### src/rtl/spi_ram_pkg.sv
// spi_ram_pkg: definitions shared by the SPI RAM command link (master and
// RAM-side blocks). Holds the opcode constants, frame field widths and the
// master FSM state encoding.
package spi_ram_pkg;

  // Command opcodes, carried in the two MSBs of every frame.
  localparam logic [1:0] WRITE_ADD  = 2'b00;
  localparam logic [1:0] WRITE_DATA = 2'b01;
  localparam logic [1:0] READ_ADD   = 2'b10;
  localparam logic [1:0] READ_DATA  = 2'b11;

  localparam int CMD_W  = 10;  // opcode + payload
  localparam int DATA_W = 8;   // payload / read byte

  typedef enum logic [2:0] {
    ST_IDLE,
    ST_ASSERT,
    ST_SHIFT,
    ST_TURN,
    ST_READ,
    ST_DEASSERT,
    ST_GUARD
  } state_e;

endpackage

### src/rtl/spi_sclk_gen.sv
// spi_sclk_gen: half-period counter and SCLK register for the SPI master.
//   clk, rst_n  : system clock, async active-low reset
//   en_i        : counter runs (master is outside IDLE)
//   clr_i       : synchronous clear, pulsed on every phase entry
//   wrap_i      : wrap the counter every half period; low lets it count on
//                 past H (used for the post-frame guard interval)
//   tick_en_i   : a rising SCLK edge is allowed at the end of this low half
//   cnt_o       : current count
//   half_end_o  : last clk of the current half period
//   rise_o      : SCLK goes high on this clk edge
//   fall_o      : SCLK goes low on this clk edge
//   sclk_o      : registered SPI clock, idle low
module spi_sclk_gen #(
  parameter int CLK_DIV = 4,
  parameter int CNT_W   = $clog2(2 * CLK_DIV)
) (
  input  logic             clk,
  input  logic             rst_n,
  input  logic             en_i,
  input  logic             clr_i,
  input  logic             wrap_i,
  input  logic             tick_en_i,
  output logic [CNT_W-1:0] cnt_o,
  output logic             half_end_o,
  output logic             rise_o,
  output logic             fall_o,
  output logic             sclk_o
);

  localparam logic [CNT_W-1:0] HALF_LAST = CNT_W'(CLK_DIV - 1);

  logic [CNT_W-1:0] cnt_q, cnt_d;
  logic             sclk_q, sclk_d;

  always_comb begin
    half_end_o = en_i && (cnt_q == HALF_LAST);
    // A fall always completes a high half; a rise is only issued when the
    // FSM still has SCLK cycles left in the frame.
    rise_o     = half_end_o && !sclk_q && tick_en_i;
    fall_o     = half_end_o && sclk_q;

    cnt_d = cnt_q;
    if (clr_i)
      cnt_d = '0;
    else if (en_i)
      cnt_d = (half_end_o && wrap_i) ? '0 : cnt_q + CNT_W'(1);

    sclk_d = sclk_q;
    if (rise_o)
      sclk_d = 1'b1;
    else if (fall_o)
      sclk_d = 1'b0;
  end

  always_ff @(posedge clk or negedge rst_n) begin
    if (!rst_n) begin
      cnt_q  <= '0;
      sclk_q <= 1'b0;
    end else begin
      cnt_q  <= cnt_d;
      sclk_q <= sclk_d;
    end
  end

  assign cnt_o  = cnt_q;
  assign sclk_o = sclk_q;

endmodule

### src/rtl/spi_ram_master.sv
// spi_ram_master: SPI mode-0 initiator for the SPI-attached RAM.
// Sends {op, payload} MSB-first; READ_DATA frames add a turnaround and an
// 8-bit MISO read phase whose byte is returned on rsp_data/rsp_valid.
//   clk, rst_n            : system clock, async active-low reset
//   req_valid/req_ready   : host request handshake (ready only in IDLE)
//   req_op, req_data      : opcode and payload
//   rsp_valid, rsp_data   : one-clk pulse with the read byte (byte held)
//   busy                  : frame in progress (accept .. back in IDLE)
//   sclk, ss_n, mosi, miso: SPI pins
module spi_ram_master
  import spi_ram_pkg::*;
#(
  parameter int CLK_DIV   = 4,
  parameter int TA_CYCLES = 2
) (
  input  logic              clk,
  input  logic              rst_n,
  input  logic              req_valid,
  output logic              req_ready,
  input  logic [1:0]        req_op,
  input  logic [DATA_W-1:0] req_data,
  output logic              rsp_valid,
  output logic [DATA_W-1:0] rsp_data,
  output logic              busy,
  output logic              sclk,
  output logic              ss_n,
  output logic              mosi,
  input  logic              miso
);

  localparam int CNT_W    = $clog2(2 * CLK_DIV);
  localparam int RD_FIRST = CMD_W + TA_CYCLES;  // rises before the first MISO bit
  localparam int N_RD     = RD_FIRST + DATA_W;  // SCLK cycles in a READ_DATA frame
  // DEASSERT takes one clk, so GUARD ends on count 2H-2 to make ss_n high
  // exactly 2H clk before req_ready returns.
  localparam logic [CNT_W-1:0] GUARD_LAST = CNT_W'(2 * CLK_DIV - 2);

  state_e              state_q, state_d;
  logic [CMD_W-1:0]    tx_q, tx_d;
  logic [DATA_W-1:0]   rx_q, rx_d;
  logic [4:0]          bit_cnt_q, bit_cnt_d;
  logic                rd_q, rd_d;
  logic                mosi_q, mosi_d;
  logic                ss_n_q, ss_n_d;
  logic                rsp_valid_q, rsp_valid_d;
  logic [DATA_W-1:0]   rsp_data_q, rsp_data_d;

  logic [CNT_W-1:0]    cnt;
  logic                half_end, rise, fall, sclk_w;
  logic                in_frame, low_end, tick_en;
  logic [4:0]          n_bits;

  assign in_frame = (state_q == ST_ASSERT) || (state_q == ST_SHIFT) ||
                    (state_q == ST_TURN)   || (state_q == ST_READ);
  assign n_bits   = rd_q ? 5'(N_RD) : 5'(CMD_W);
  // bit_cnt counts rises already issued, so once it reaches the frame
  // length the final low half runs out without another rise.
  assign tick_en  = in_frame && (bit_cnt_q != n_bits);
  assign low_end  = half_end && !sclk_w;

  spi_sclk_gen #(
    .CLK_DIV (CLK_DIV),
    .CNT_W   (CNT_W)
  ) u_sclk_gen (
    .clk        (clk),
    .rst_n      (rst_n),
    .en_i       (state_q != ST_IDLE),
    .clr_i      (state_q != state_d),
    .wrap_i     (state_q != ST_GUARD),
    .tick_en_i  (tick_en),
    .cnt_o      (cnt),
    .half_end_o (half_end),
    .rise_o     (rise),
    .fall_o     (fall),
    .sclk_o     (sclk_w)
  );

  always_comb begin
    state_d     = state_q;
    tx_d        = tx_q;
    rx_d        = rx_q;
    bit_cnt_d   = bit_cnt_q;
    rd_d        = rd_q;
    mosi_d      = mosi_q;
    rsp_valid_d = 1'b0;
    rsp_data_d  = rsp_data_q;

    case (state_q)
      ST_IDLE: if (req_valid) begin
        state_d   = ST_ASSERT;
        tx_d      = {req_op, req_data};
        mosi_d    = req_op[1];
        bit_cnt_d = '0;
        rd_d      = (req_op == READ_DATA);
      end
      ST_ASSERT: if (low_end) state_d = ST_SHIFT;
      ST_SHIFT: if (low_end && bit_cnt_q == 5'(CMD_W))
        state_d = rd_q ? ST_TURN : ST_DEASSERT;
      ST_TURN: if (low_end && bit_cnt_q == 5'(RD_FIRST)) state_d = ST_READ;
      ST_READ: if (low_end && bit_cnt_q == 5'(N_RD)) begin
        state_d     = ST_DEASSERT;
        rsp_valid_d = 1'b1;
        rsp_data_d  = rx_q;
      end
      ST_DEASSERT: state_d = ST_GUARD;
      ST_GUARD: if (cnt == GUARD_LAST) state_d = ST_IDLE;
      default: state_d = ST_IDLE;
    endcase

    // MISO is sampled on the same clk edge that raises SCLK; the first read
    // rise is the one leaving the turnaround.
    if (rise) begin
      bit_cnt_d = bit_cnt_q + 5'd1;
      if (rd_q && bit_cnt_q >= 5'(RD_FIRST))
        rx_d = {rx_q[DATA_W-2:0], miso};
    end
    // Zeros shift in behind the command, so MOSI idles low during the
    // turnaround and read phases.
    if (fall) begin
      tx_d   = {tx_q[CMD_W-2:0], 1'b0};
      mosi_d = tx_q[CMD_W-2];
    end

    ss_n_d = !((state_d == ST_ASSERT) || (state_d == ST_SHIFT) ||
               (state_d == ST_TURN)   || (state_d == ST_READ));
  end

  always_ff @(posedge clk or negedge rst_n) begin
    if (!rst_n) begin
      state_q     <= ST_IDLE;
      tx_q        <= '0;
      rx_q        <= '0;
      bit_cnt_q   <= '0;
      rd_q        <= 1'b0;
      mosi_q      <= 1'b0;
      ss_n_q      <= 1'b1;
      rsp_valid_q <= 1'b0;
      rsp_data_q  <= '0;
    end else begin
      state_q     <= state_d;
      tx_q        <= tx_d;
      rx_q        <= rx_d;
      bit_cnt_q   <= bit_cnt_d;
      rd_q        <= rd_d;
      mosi_q      <= mosi_d;
      ss_n_q      <= ss_n_d;
      rsp_valid_q <= rsp_valid_d;
      rsp_data_q  <= rsp_data_d;
    end
  end

  assign req_ready = (state_q == ST_IDLE);
  assign busy      = (state_q != ST_IDLE);
  assign sclk      = sclk_w;
  assign ss_n      = ss_n_q;
  assign mosi      = mosi_q;
  assign rsp_valid = rsp_valid_q;
  assign rsp_data  = rsp_data_q;

endmodule

### config.mk
export PLATFORM = sky130hd
export DESIGN_NAME = spi_ram_master
export DESIGN_NICKNAME = d
export VERILOG_FILES = /design/src/rtl/spi_ram_pkg.sv /design/src/rtl/spi_sclk_gen.sv /design/src/rtl/spi_ram_master.sv
export SDC_FILE = /design/constraint.sdc
export NUM_CORES = 1
export LEC_CHECK = 0
export CAP_MARGIN = 10
export CORE_MARGIN = 4
export CORE_UTILIZATION = 45
export DETAILED_ROUTE_END_ITERATION = 16
export GPL_TIMING_DRIVEN = 0
export MAX_ROUTING_LAYER = met4
export PLACE_DENSITY = 0.72
export SYNTH_ARGS = -nofsm -noshare
export SYNTH_HDL_FRONTEND = slang
export SYNTH_SLANG_ARGS = --single-unit
### constraint.sdc
create_clock -name clk -period 2 [get_ports clk]
set_input_delay 0.4 -clock clk [delete_from_list [all_inputs] [get_ports clk]]
set_output_delay 0.4 -clock clk [all_outputs]
set_load 0.05 [all_outputs]
---- Word level (Yosys, flattened, before mapping) ----
Index checks and enable logic that the tools add are counted.
storage, ports and cells
  flip-flop bits (word level) ............. 41
  output and inout bits ................... 14
operators by class
  add/subtract/negate cells ............... 2
  order comparisons ....................... 1
  equal/unequal tests ..................... 19
  mux-type cells .......................... 25
  reductions and logical operators ........ 31
operators by type and width
  operator                                                           count
  2-to-1 mux 3 bit                                                   10
  2-to-1 mux 9 bit                                                   3
  case mux 3 bit (7 select lines)                                    1
  2-to-1 mux 5 bit                                                   4
  == test 3 x 2 -> 1 bit, second input constant                      5
  == test 3 bit, second input constant                               5
  nonzero test 2 bit                                                 6
  == test 5 x 4 -> 1 bit, second input constant                      2
  logical AND 1 bit                                                  10
  AND reduction 2 bit                                                5
  2-to-1 mux 1 bit                                                   7
  == test 3 x 1 -> 1 bit, second input constant                      2
  logical OR 1 bit                                                   6
  adder 5 x 1 -> 5 bit, second input constant                        1
  == test 5 bit, second input constant                               1
  greater-or-equal comparator 5 x 4 -> 1 bit, second input constant  1
  != test 5 bit                                                      1
  adder 3 x 1 -> 3 bit, second input constant                        1
  zero test 3 bit                                                    1
  != test 3 bit                                                      1
  != test 3 bit, second input constant                               1
  nonzero test 3 bit                                                 1
  == test 2 bit, second input constant                               1
  zero test 1 bit                                                    2

---- Longest topological paths before layout ----
  depth in word-level cells ............... 11
  gate-level depth with buffers ........... 8
  mapped depth without buffers ............ 7

---- Hierarchy ----
A second synthesis with hierarchy kept.
second synthesis, totals
  cells, all modules ...................... 192
  area total of the unflattened synthesis .. 2073.2 µm²
by module, submodules not included
  module          times used  cells an instance  area an instance (µm²)  seq. area each (µm²)
  spi_ram_master  1           170                1849.3                  927.1
  spi_sclk_gen    1           22                 224.0                   100.1

---- Worst setup path after synthesis ----
Ideal clock, no wire load.
  path kind ............................... register -> register
  from .................................... register u_sclk_gen.cnt_q[0], in the netlist u_sclk_gen.cnt_o[0]
  to ...................................... register u_sclk_gen.cnt_q[1], in the netlist u_sclk_gen.cnt_o[1]
  data arrival time ....................... 1.893 ns
  required time ........................... 1.880 ns
  path slack .............................. -0.014 ns
  cell stages (with the launch flop) ...... 8
  period minus slack after synthesis ...... 2.014 ns
  cell sequence ........................... dfrtp_1 > ha_1 > ha_1 > and2b_1 > a2111oi_2 > nor3_1 > o32a_1 > o211a_1
between the ends
  longest elaborated chain between the ends .. 8
RTL lines
  item                                                           RTL line                                                           source
  start, declared                                                spi_sclk_gen.sv:32                                                 logic [CNT_W-1:0] cnt_q, cnt_d;
  start signal, assigned                                         spi_sclk_gen.sv:60                                                 cnt_q <= cnt_d;
  == test 3 x 2 -> 1 bit                                         spi_sclk_gen.sv:36                                                 half_end_o = en_i && (cnt_q == HALF_LAST);
  logical AND 1 bit                                              spi_sclk_gen.sv:36
  logical AND 1 bit                                              spi_ram_master.sv:59                                               assign low_end = half_end && !sclk_w;
  logical AND 1 bit, on equally long branches                    spi_ram_master.sv:100, spi_ram_master.sv:97, spi_ram_master.sv:99
  2-to-1 mux 3 bit, on equally long branches                     spi_ram_master.sv:100, spi_ram_master.sv:97, spi_ram_master.sv:99
  case mux 3 bit (7 select lines)                                spi_ram_master.sv:88                                               case (state_q)
  != test 3 bit                                                  spi_ram_master.sv:68                                               .clr_i (state_q != state_d),
  2-to-1 mux 3 bit / nonzero test 2 bit (equally long branches)  n/a
Parallel ways exist; a longest one is shown, timed or not. The select of a mux whose other input is x is not followed.
A chain may end at the register's enable or synchronous reset.

---- Worst setup path in the final report ----
  from .................................... register state_q[0]
  to ...................................... output port req_ready
between the ends
  longest elaborated chain between the ends .. 1
RTL lines
  item                    RTL line               source
  start, declared         spi_ram_master.sv:38   state_e state_q, state_d;
  start signal, assigned  spi_ram_master.sv:140  state_q <= state_d;
  zero test 3 bit         spi_ram_master.sv:152  assign req_ready = (state_q == ST_IDLE);
  end, declared           spi_ram_master.sv:19   output logic req_ready,
No other way between the ends.

==> impl_metrics.toml <==
[synthesis]
synth_warnings = 0
asyncSetResetFlopFracSynth_pct = 100
postSynthRegisterBits = 41
postSynth.topFlopCell = "sky130_fd_sc_hd__dfrtp_1"
synth_area_leader_cell = "sky130_fd_sc_hd__dfrtp_1"
synthesis.area_per_instance_um2 = 11.0
post_synth_inst_count = 190
synth_area_leaders = "sky130_fd_sc_hd__dfrtp_1 (48%), sky130_fd_sc_hd__nand2_1 (5.9%), sky130_fd_sc_hd__mux2_4 (5.7%)"
ys_seq_area_share_pct = 49.0
synth_cell_types = 53
synth_enable_flop_cells = 0
post-synth-top-area-fraction_pct = 47.7
synthesis.nets = 210
syn-cell-area_um2 = 2100

[floorplanning]
fp.dieW_um = 76.3
die_area_um2 = 5820
initial_utilization_pct = 47.2
core_area_um2 = 4440
row_count = 24
die_h_um = 76.3
design.portCount = 28

[sta]
rsz0062_at_grt = "yes"
maxSlewViolCount = 0
finalCriticalPeriod_ns = 1.95
actual_transition_at_the_worst_max_transition_pin_ns = 0.505
finalSetupViolCount = 0
final-hold-violation-count = 0
fmax_mhz = 513
timing.final.crit_share_pct = 97.5
worst_clock_skew_ns = 0.00173
maxSlewHeadroom_pct = 66.2

[worst_setup_path]
worstReg2RegStart = "u_sclk_gen.cnt_o[1]"
critical_path.n_buffers_inverters = 4
critical_path_maximum_fanout = 9
timing.critical_path.mode_cell = "sky130_fd_sc_hd__buf_6"
end_of_the_worst_register_to_register_path = "rx_q[1]"
cp-endpoint = "req_ready"
required_ns = 1.60
setup.worst_path.end_class = "primary output"
worstSetupPathType = "reg2out"
critical-path-slowest-cell = "sky130_fd_sc_hd__dfrtp_1"
critical_path.top_delay_family = "buffers and inverters"
cp-startpoint = "state_q[0]"
cp_data_arrival_time_ns = 1.55
critical_path_cell_by_cell = "buf_6 -> or3_4 -> buf_6 -> inv_2 -> buf_8"
total_stage_count_of_the_critical_path = 5
critPathMaxStageDelay_ns = 0.38
worst-r2r-cell-count = 7
timing.reg2reg.setup_slack_ns = 0.08
worst_setup_path_start_kind = "register"

[pwr]
power.share.clock_pct = 44.3
power_frac_comb_pct = 3.2
ir_worst_vdd_mv = 0.389
power_density_nw_per_um2 = 576
net-switching-power_w = 0.000318
seqPwrFrac_pct = 52.5
fraction_of_power_spent_switching_nets_pct = 20.1
internal_power_w = 0.00126
leakagePower_nw = 1.37

[drt]
drt.antenna.violating_nets = 0
number_of_remaining_drc_errors = 0
detailedRoute.firstPassIterationCount = 4
detailedRoute.firstIterationViolations = 83
wirelength_mm = 4.27
drt-vias-per-instance = 5.44
routed-via-count = 1560
avgRoutedWirePerCell_um = 14.9

[clocking]
clock_sinks = 41
clk_pin_slew_ns = 0.08
clk_root_buffer_cell = "sky130_fd_sc_hd__clkbuf_8"
cts.path.max_buffers = 2
clk-insertion-delay-late_ns = 0.29
tritoncts_clock_tree = "done"
numCtsBuffers = 5
htreeDepth = 2

[cells_and_area]
post_layout_nonfiller_instances = 287
final_cell_area_um2 = 2750
area_of_the_multi_input_gates_um2 = 1070
fin_nets = 254
insertedDiodeCount = 0
num-fill-cells = 370
final_cell_mix = "sky130_fd_sc_hd__dfrtp_1 (37), sky130_fd_sc_hd__nand2_1 (33), sky130_fd_sc_hd__clkdlybuf4s50_1 (22), sky130_fd_sc_hd__buf_4 (11)"
post_route_cells_drive_above_1_share_pct = 28.1
area_growth_syn_to_layout_pct = 30.8
final-seq-area_um2 = 1030
most_common_cell_after_layout_fill_and_taps_aside = "sky130_fd_sc_hd__dfrtp_1"

[place]
buffer_ports.inserted = 27
place_inst = 270
gp_routability_congestion = 0.839
placement.cell_area_um2 = 2460
hpwlAfterDp_mm = 2.80

[job]
cap_violations = 0

[global_routing]
grt_pass1_wl_mm = 7.04
first_global_vias = 1473
antenna_found_initial = 0
overflow = 0
grt.total_usage_pct = 15.2
grt_max_degree = 33

[outcome]
outcome = "finished, final reports clean"

[min_path]
min-delay-path-class = "reg2reg"
-- power by group through the flow --
stage	clock [W]	sequential, W	combinational, W
floorplan	0	0.000847	0.00000301
global placement	0	0.000847	0.0000467
detailed placement	0	0.000847	0.0000508
CTS	0.000717	0.000830	0.0000520
global route	0.000759	0.000830	0.0000556
finish	0.000701	0.000830	0.0000502
-- metal layers --
layer | GRT usage, % | routed length, um
met5 | - | 0
met3 | 3.90 | 173
met2 | 23.4 | 2030
met1 | 20.0 | 2030
met4 | 4.35 | 45
-- kinds of logic after synthesis --
| logic type | synth area share, % |
|---|---|
| flip-flops | 49.0 |
| AO/OA/AOI/OAI | 13.1 |
| XOR/XNOR | 0.417 |
| AND/OR/NAND/NOR | 18.9 |
| buffers and inverters | 4.05 |
| multiplexers | 11.0 |
| adder cells (fa/ha/maj) | 3.58 |
-- synth_stat cells (all sizes together) (3+ instances only) --
library cell / number
dfrtp: 40
nand2: 33
mux2: 16
a22oi: 9
buf: 8
inv: 7
o21ai: 7
ha: 6
nor2b: 6
nor2: 5
nand3: 4
a21oi: 3
nor3b: 3
-- cell type report --
type                       instances  area share [%]
multi-input combinational        132            39.1
sequential                        41            37.6
timing repair buffer              37            13.0
clock buffer                       6            3.01
buffer                            10            2.69
tap                               52            2.37
clock inverter                     2            1.37
inverter                           7           0.957
-- sequential cells by signal, summed over array words and instances, names as in the netlist --
| signal | cells |
|---|---|
| ss_n | 1 |
| rd_q | 1 |
| tx_q | 9 |
| u_sclk_gen.cnt_o | 3 |
| mosi | 1 |
| rx_q | 8 |
| u_sclk_gen.sclk_o | 1 |
| bit_cnt_q | 5 |
| rsp_data | 8 |
| state_q | 3 |
| rsp_valid | 1 |
-- worst reg2reg max path, stage by stage, from the launching register on --
cell and delay [ns]:
sky130_fd_sc_hd__dfrtp_1 0.41, sky130_fd_sc_hd__ha_4 0.16, sky130_fd_sc_hd__ha_4 0.16, sky130_fd_sc_hd__and2b_4 0.23, sky130_fd_sc_hd__o2111ai_4 0.15, sky130_fd_sc_hd__or2_1 0.26
sky130_fd_sc_hd__buf_6 0.15, sky130_fd_sc_hd__mux2_4 0.30
-- how the worst min path moves through the flow --
stage	from	end	slack, ns	cells after the start
finish	tx_q[4]	tx_q[4]	0.48	2
detailed placement	rst_n	u_sclk_gen.cnt_o[1]	0.29	1
floorplan	rst_n	bit_cnt_q[0]	0.10	0
CTS	tx_q[4]	tx_q[4]	0.48	2
global placement	tx_q[5]	tx_q[5]	0.46	2
global route	tx_q[7]	tx_q[7]	0.50	2
-- timing repair --
item                                    4_1_cts  5_1_grt
pin swaps                                     9        3
endpoints found under the setup margin       24       24
gates resized for setup                      25       12
hold endpoints to repair                      9        0
hold buffers                                  1        0
setup buffers                                 4        4
-- stage by stage --
stage               TNS, ns  utilization (%)  total power (W)  hold slack [ns]  setup WS, ns
finish                    0             61.8          0.00158            0.481        0.0491
floorplan                 0                -         0.000850            0.104        0.0204
CTS                       0             60.0          0.00160            0.485       0.00191
global route        -0.0221             61.8          0.00165            0.502       -0.0121
global placement     -24.75             55.0         0.000893            0.461        -0.540
detailed placement    -3.70             55.4         0.000897            0.289        -0.331
(Power assumes the default switching activity.)
==> variant 1 (same settings) <==
Reset style: synchronous (`rst_n`), changed in 2 clocked blocks. Comments in the files are not updated.
--- a/src/rtl/spi_sclk_gen.sv
+++ b/src/rtl/spi_sclk_gen.sv
@@ -52,7 +52,7 @@
       sclk_d = 1'b0;
   end
 
-  always_ff @(posedge clk or negedge rst_n) begin
+  always_ff @(posedge clk) begin
     if (!rst_n) begin
       cnt_q  <= '0;
       sclk_q <= 1'b0;
--- a/src/rtl/spi_ram_master.sv
+++ b/src/rtl/spi_ram_master.sv
@@ -125,7 +125,7 @@
                (state_d == ST_TURN)   || (state_d == ST_READ));
   end
 
-  always_ff @(posedge clk or negedge rst_n) begin
+  always_ff @(posedge clk) begin
     if (!rst_n) begin
       state_q     <= ST_IDLE;
       tx_q        <= '0;
Function: differs if rst_n is asserted again (counterexample within 4 cycles, from zero or initial values and one cycle with rst_n low); with rst_n held inactive, the same outputs for 10 cycles.
==> variant 1 against the unedited design <==
  * The run now ends with negative setup slack left
  * Worst setup slack worse by 58 ps
  * Sequential cell count is the same
  * Non-clock buffer count is 2 higher
  * Die area down 5.4%
  * Synthesized area fell by 6.0%
  * Cell area fell by 5.0%
  * Wire length rose by 8.4%
  * Highest routed layer unchanged
Power is not compared: it rests on default switching activity, and its combinational part moved more than twofold at a synthesized area within 25%.
==> variant 1: results (changes against the unedited design) <==
first-pass GRT wire length -> 7770 um (+10%)
r2r worst-path depth -> 8 (+1)
hold_sp -> rsp_data[3]$_SDFFE_PN0P_
ys async rst share -> 0 (-1.00)
met1 usage -> 0.235 (+0.0345)
crit path from -> u_sclk_gen.cnt_o[0]$_SDFFE_PP0N_
Fillers -> 387 (+4.6%)
cell area after placement -> 2310 um^2 (-6.3%)
met3 usage -> 0.0459 (+0.00694)
Syn Nets -> 269 (+28%)
Hold EP -> rsp_data[3]$_SDFFE_PN0P_
Seq/Total Area, Yosys -> 0.416 (-0.0736)
delay-heaviest family, CP -> compound AO/OA/AOI/OAI gates
hpwl dp -> 3140 um (+12%)
Max Clock Skew -> 3.74 ps (+2.01 ps)
WP data arrival -> 2170 ps (+620 ps)
final worst-path setup slack -> -8.98 ps (-58.1 ps)
status -> finished, violations left
Met1 Wirelength -> 2100 um (+3.4%)
failing checks -> negative setup slack
setup violators final -> 3 (+3)
met2 wire length -> 2310 um (+14%)
layout cells sized above 1 -> 0.200 (-0.0809)
Reg2Reg Setup Slack -> -9 ps (-90 ps)
WL/cell -> 13.6 um (-8.5%)
worst rel slew slack -> 0.645 (-0.0175)
vias per inst -> 5.39 (-0.76%)
Netlist cell types -> 45 (-15%)
Tot GR Track Use -> 0.186 (+0.0334)
==> variant 1: cell count changes after synthesis, sizes merged, moves of 7 or more <==
| cell | change |
|---|---|
| dfxtp | +41 |
| o21ai | +8 |
| a311oi | +8 |
| nand3 | +18 |
| nor2 | +19 |
| mux2 | -15 |
| clkbuf | +7 |
| nand2 | +13 |
| a21oi | +20 |
| a22oi | -9 |
| dfrtp | -40 |
==> variant 1: what timing repair did <==
action,CTS,global route
setup endpoints to repair,18,28
gates resized for setup,22,23
buffers inserted,3,3
pin swaps,2,4
==> variant 1: area by class of cell <==
| type | instances | share of cell area |
|---|---|---|
| repair buffers | 33 | 0.122 |
| well taps | 50 | 0.0240 |
| multi-input cells | 184 | 0.435 |
| plain buffers | 16 | 0.0360 |
| inverters | 8 | 0.0134 |
| clock inverters | 3 | 0.0249 |
| clock buffers | 5 | 0.0264 |
| flip-flops and latches | 41 | 0.319 |
==> variant 1: cells by family after synthesis <==
family | count (synthesis) | share of synthesized area
AOI/OAI and AO/OA | 55 | 0.177
xor gates and xnor gates | 1 | 0.00444
adders and majority gates | 6 | 0.0380
buffers and inverters | 24 | 0.0571
DFF | 41 | 0.416
muxes | 2 | 0.0108
and+or+nand+nor | 120 | 0.297
==> variant 1: through the flow <==
step	power, mW	TNS (ps)	util	hold slack, ps	cells
after global routing	1.87	-440	0.634	485	340
after floorplan	0.954	0	-	433	249
after global placement	1.01	-1770	0.560	439	326
final	1.80	-21.9	0.634	449	340
after detailed placement	1.01	-2000	0.560	444	326
after CTS	1.80	0	0.611	456	337
==> variant 1: tightest hold or removal path, cell delays in order, from the launching register on <==
cell	delay, ps
dfxtp_1	310
nand2_1	50
a21oi_1	50
==> variant 2 (same settings) <==
Without the edit above. `CLK_DIV` is set to 4 in 2 places; all go to 2.
--- a/src/rtl/spi_sclk_gen.sv
+++ b/src/rtl/spi_sclk_gen.sv
@@ -11,7 +11,7 @@
 //   fall_o      : SCLK goes low on this clk edge
 //   sclk_o      : registered SPI clock, idle low
 module spi_sclk_gen #(
-  parameter int CLK_DIV = 4,
+  parameter int CLK_DIV = 2,
   parameter int CNT_W   = $clog2(2 * CLK_DIV)
 ) (
   input  logic             clk,
--- a/src/rtl/spi_ram_master.sv
+++ b/src/rtl/spi_ram_master.sv
@@ -10,7 +10,7 @@
 module spi_ram_master
   import spi_ram_pkg::*;
 #(
-  parameter int CLK_DIV   = 4,
+  parameter int CLK_DIV   = 2,
   parameter int TA_CYCLES = 2
 ) (
   input  logic              clk,
Formal check against the unedited RTL: not equivalent (a bounded check fails within 4 cycles, from zero or initial values and one cycle with rst_n low).
==> variant 2 against the unedited design <==
  * Wire length shrank 7.5%
  * Cell area shrank 2.7%
  * Synthesized area shrank 2.0%
  * Sequential cell count shrank 1
  * Count of clock-buffer cells in the layout shrank 1
  * Global-route usage grew 0.27 points
  * Worst setup slack lost 33 ps
  * Critical path type is now reg -> reg
Power is not compared: it rests on default switching activity, and its combinational part moved more than twofold at a synthesized area within 25%.
==> variant 2: results (changes against the unedited design) <==
status -> finished, final reports clean
Syn Nets -> 215 (+2.4%)
met2 wire length -> 1920 um (-5.2%)
WP data arrival -> 2160 ps (+610 ps)
Setup Fix Bufs, Post-CTS -> 5 (+1)
Setup WS pre-CTS -> -338 ps (-7.73 ps)
Fillers -> 366 (-1.1%)
largest cells by area after synthesis -> dfrtp_1 (47%), nand2_1 (6.4%), mux2_4 (5.8%)
Multi-input gate area -> 991 um^2 (-7.6%)
Tot GR Track Use -> 0.155 (+0.00272)
Cell Count, Final, Fillers Out -> 291 (+1.4%)
met3 usage -> 0.0409 (+0.00189)
worst rel slew slack -> 0.431 (-0.231)
total power -> 3.36 mW
gpl congestion -> 0.843 (+0.46%)
clock sinks -> 40 (-2.4%)
vias in the first global route -> 1471 (-0.14%)
delay-heaviest family, CP -> simple AND/OR/NAND/NOR gates
largest net degree at the start of global routing -> 41 (+24%)
Final Net Count -> 258 (+1.6%)
DRT iter0 DRCs -> 51 (-39%)
met1 usage -> 0.205 (+0.00506)
non-clock buffer total of the final layout -> 49 (+4.3%)
Max Clock Skew -> 7.20 ps (+5.47 ps)
nonclk inv count -> 11 (+4)
Clock buf/inv share -> 0.0483 (+0.00451)
max layer used -> met4
post-synthesis compound-gate area fraction -> 0.131 (+0.000280)
post-CTS sizing -> 14 (-44%)
worst hold path class -> in -> async
Synth Area in XOR/XNOR -> 0 (-0.00417)
Data buffer area share -> 0.163 (+0.00628)
CP max-delay cell -> or3b_1
Syn Area/Cell -> 10.5 um^2 (-5.0%)
Num CTS Buffers -> 5 (unchanged)
mux cell area share after synthesis -> 0.112 (+0.00227)
Die X -> 75.6 um (-0.91%)
cell area after placement -> 2390 um^2 (-2.7%)
Reg clk slew, reported paths -> 80 ps (about the same)
Routed WL -> 3950 um (-7.5%)
CP Max Fanout -> 9 (unchanged)
dpl cells -> 275 (+1.9%)
Crit path largest cell delay -> 400 ps (+20 ps)
hpwl dp -> 2760 um (-1.7%)
Met1 Wirelength -> 1840 um (-9.3%)
first-pass GRT wire length -> 6630 um (-5.8%)
register area -> 1000 um^2 (-2.5%)
Netlist cell types -> 44 (-17%)
Seq/Total Area, Yosys -> 0.488 (-0.00204)
Met3 Wirelength -> 157 um (-9.2%)
Synth top area share -> 0.475 (-0.00230)
layout cells sized above 1 -> 0.238 (-0.0424)
met2 usage -> 0.239 (+0.00499)
Post-Synth Adder-Cell Area -> 0.0304 (-0.00535)
via count -> 1577 (+1.1%)
Post-synth top cells -> dfrtp_1 (39), nand2_1 (35), inv_1 (11)
-- variant 2: changes by cell type after synthesis, moves of 3 or more --
cell,change
nand3_1,+3
or3_1,+3
nor2b_1,-4
o21ai_0,+3
o211ai_1,+3
inv_1,+5
-- variant 2: worst paths after layout --
kind | cells past startpoint | to | slack [ps] | startpoint
worst max-delay path | 7 | rx_q[7]$_DFFE_PN0P_ | 20 | bit_cnt_q[3]$_DFFE_PN0P_
worst min-delay path | 1 | rsp_data[5]$_DFFE_PN0P_ | 220 | rst_n
worst max register to register | 7 | rx_q[7]$_DFFE_PN0P_ | 20 | bit_cnt_q[3]$_DFFE_PN0P_
worst min register to register | 2 | tx_q[6]$_DFFE_PN0P_ | 480 | tx_q[6]$_DFFE_PN0P_
max in group asynchronous | 1 | u_sclk_gen.sclk_o$_DFFE_PN0P_ | 1190 | rst_n
min in group clk | 2 | tx_q[6]$_DFFE_PN0P_ | 480 | tx_q[6]$_DFFE_PN0P_
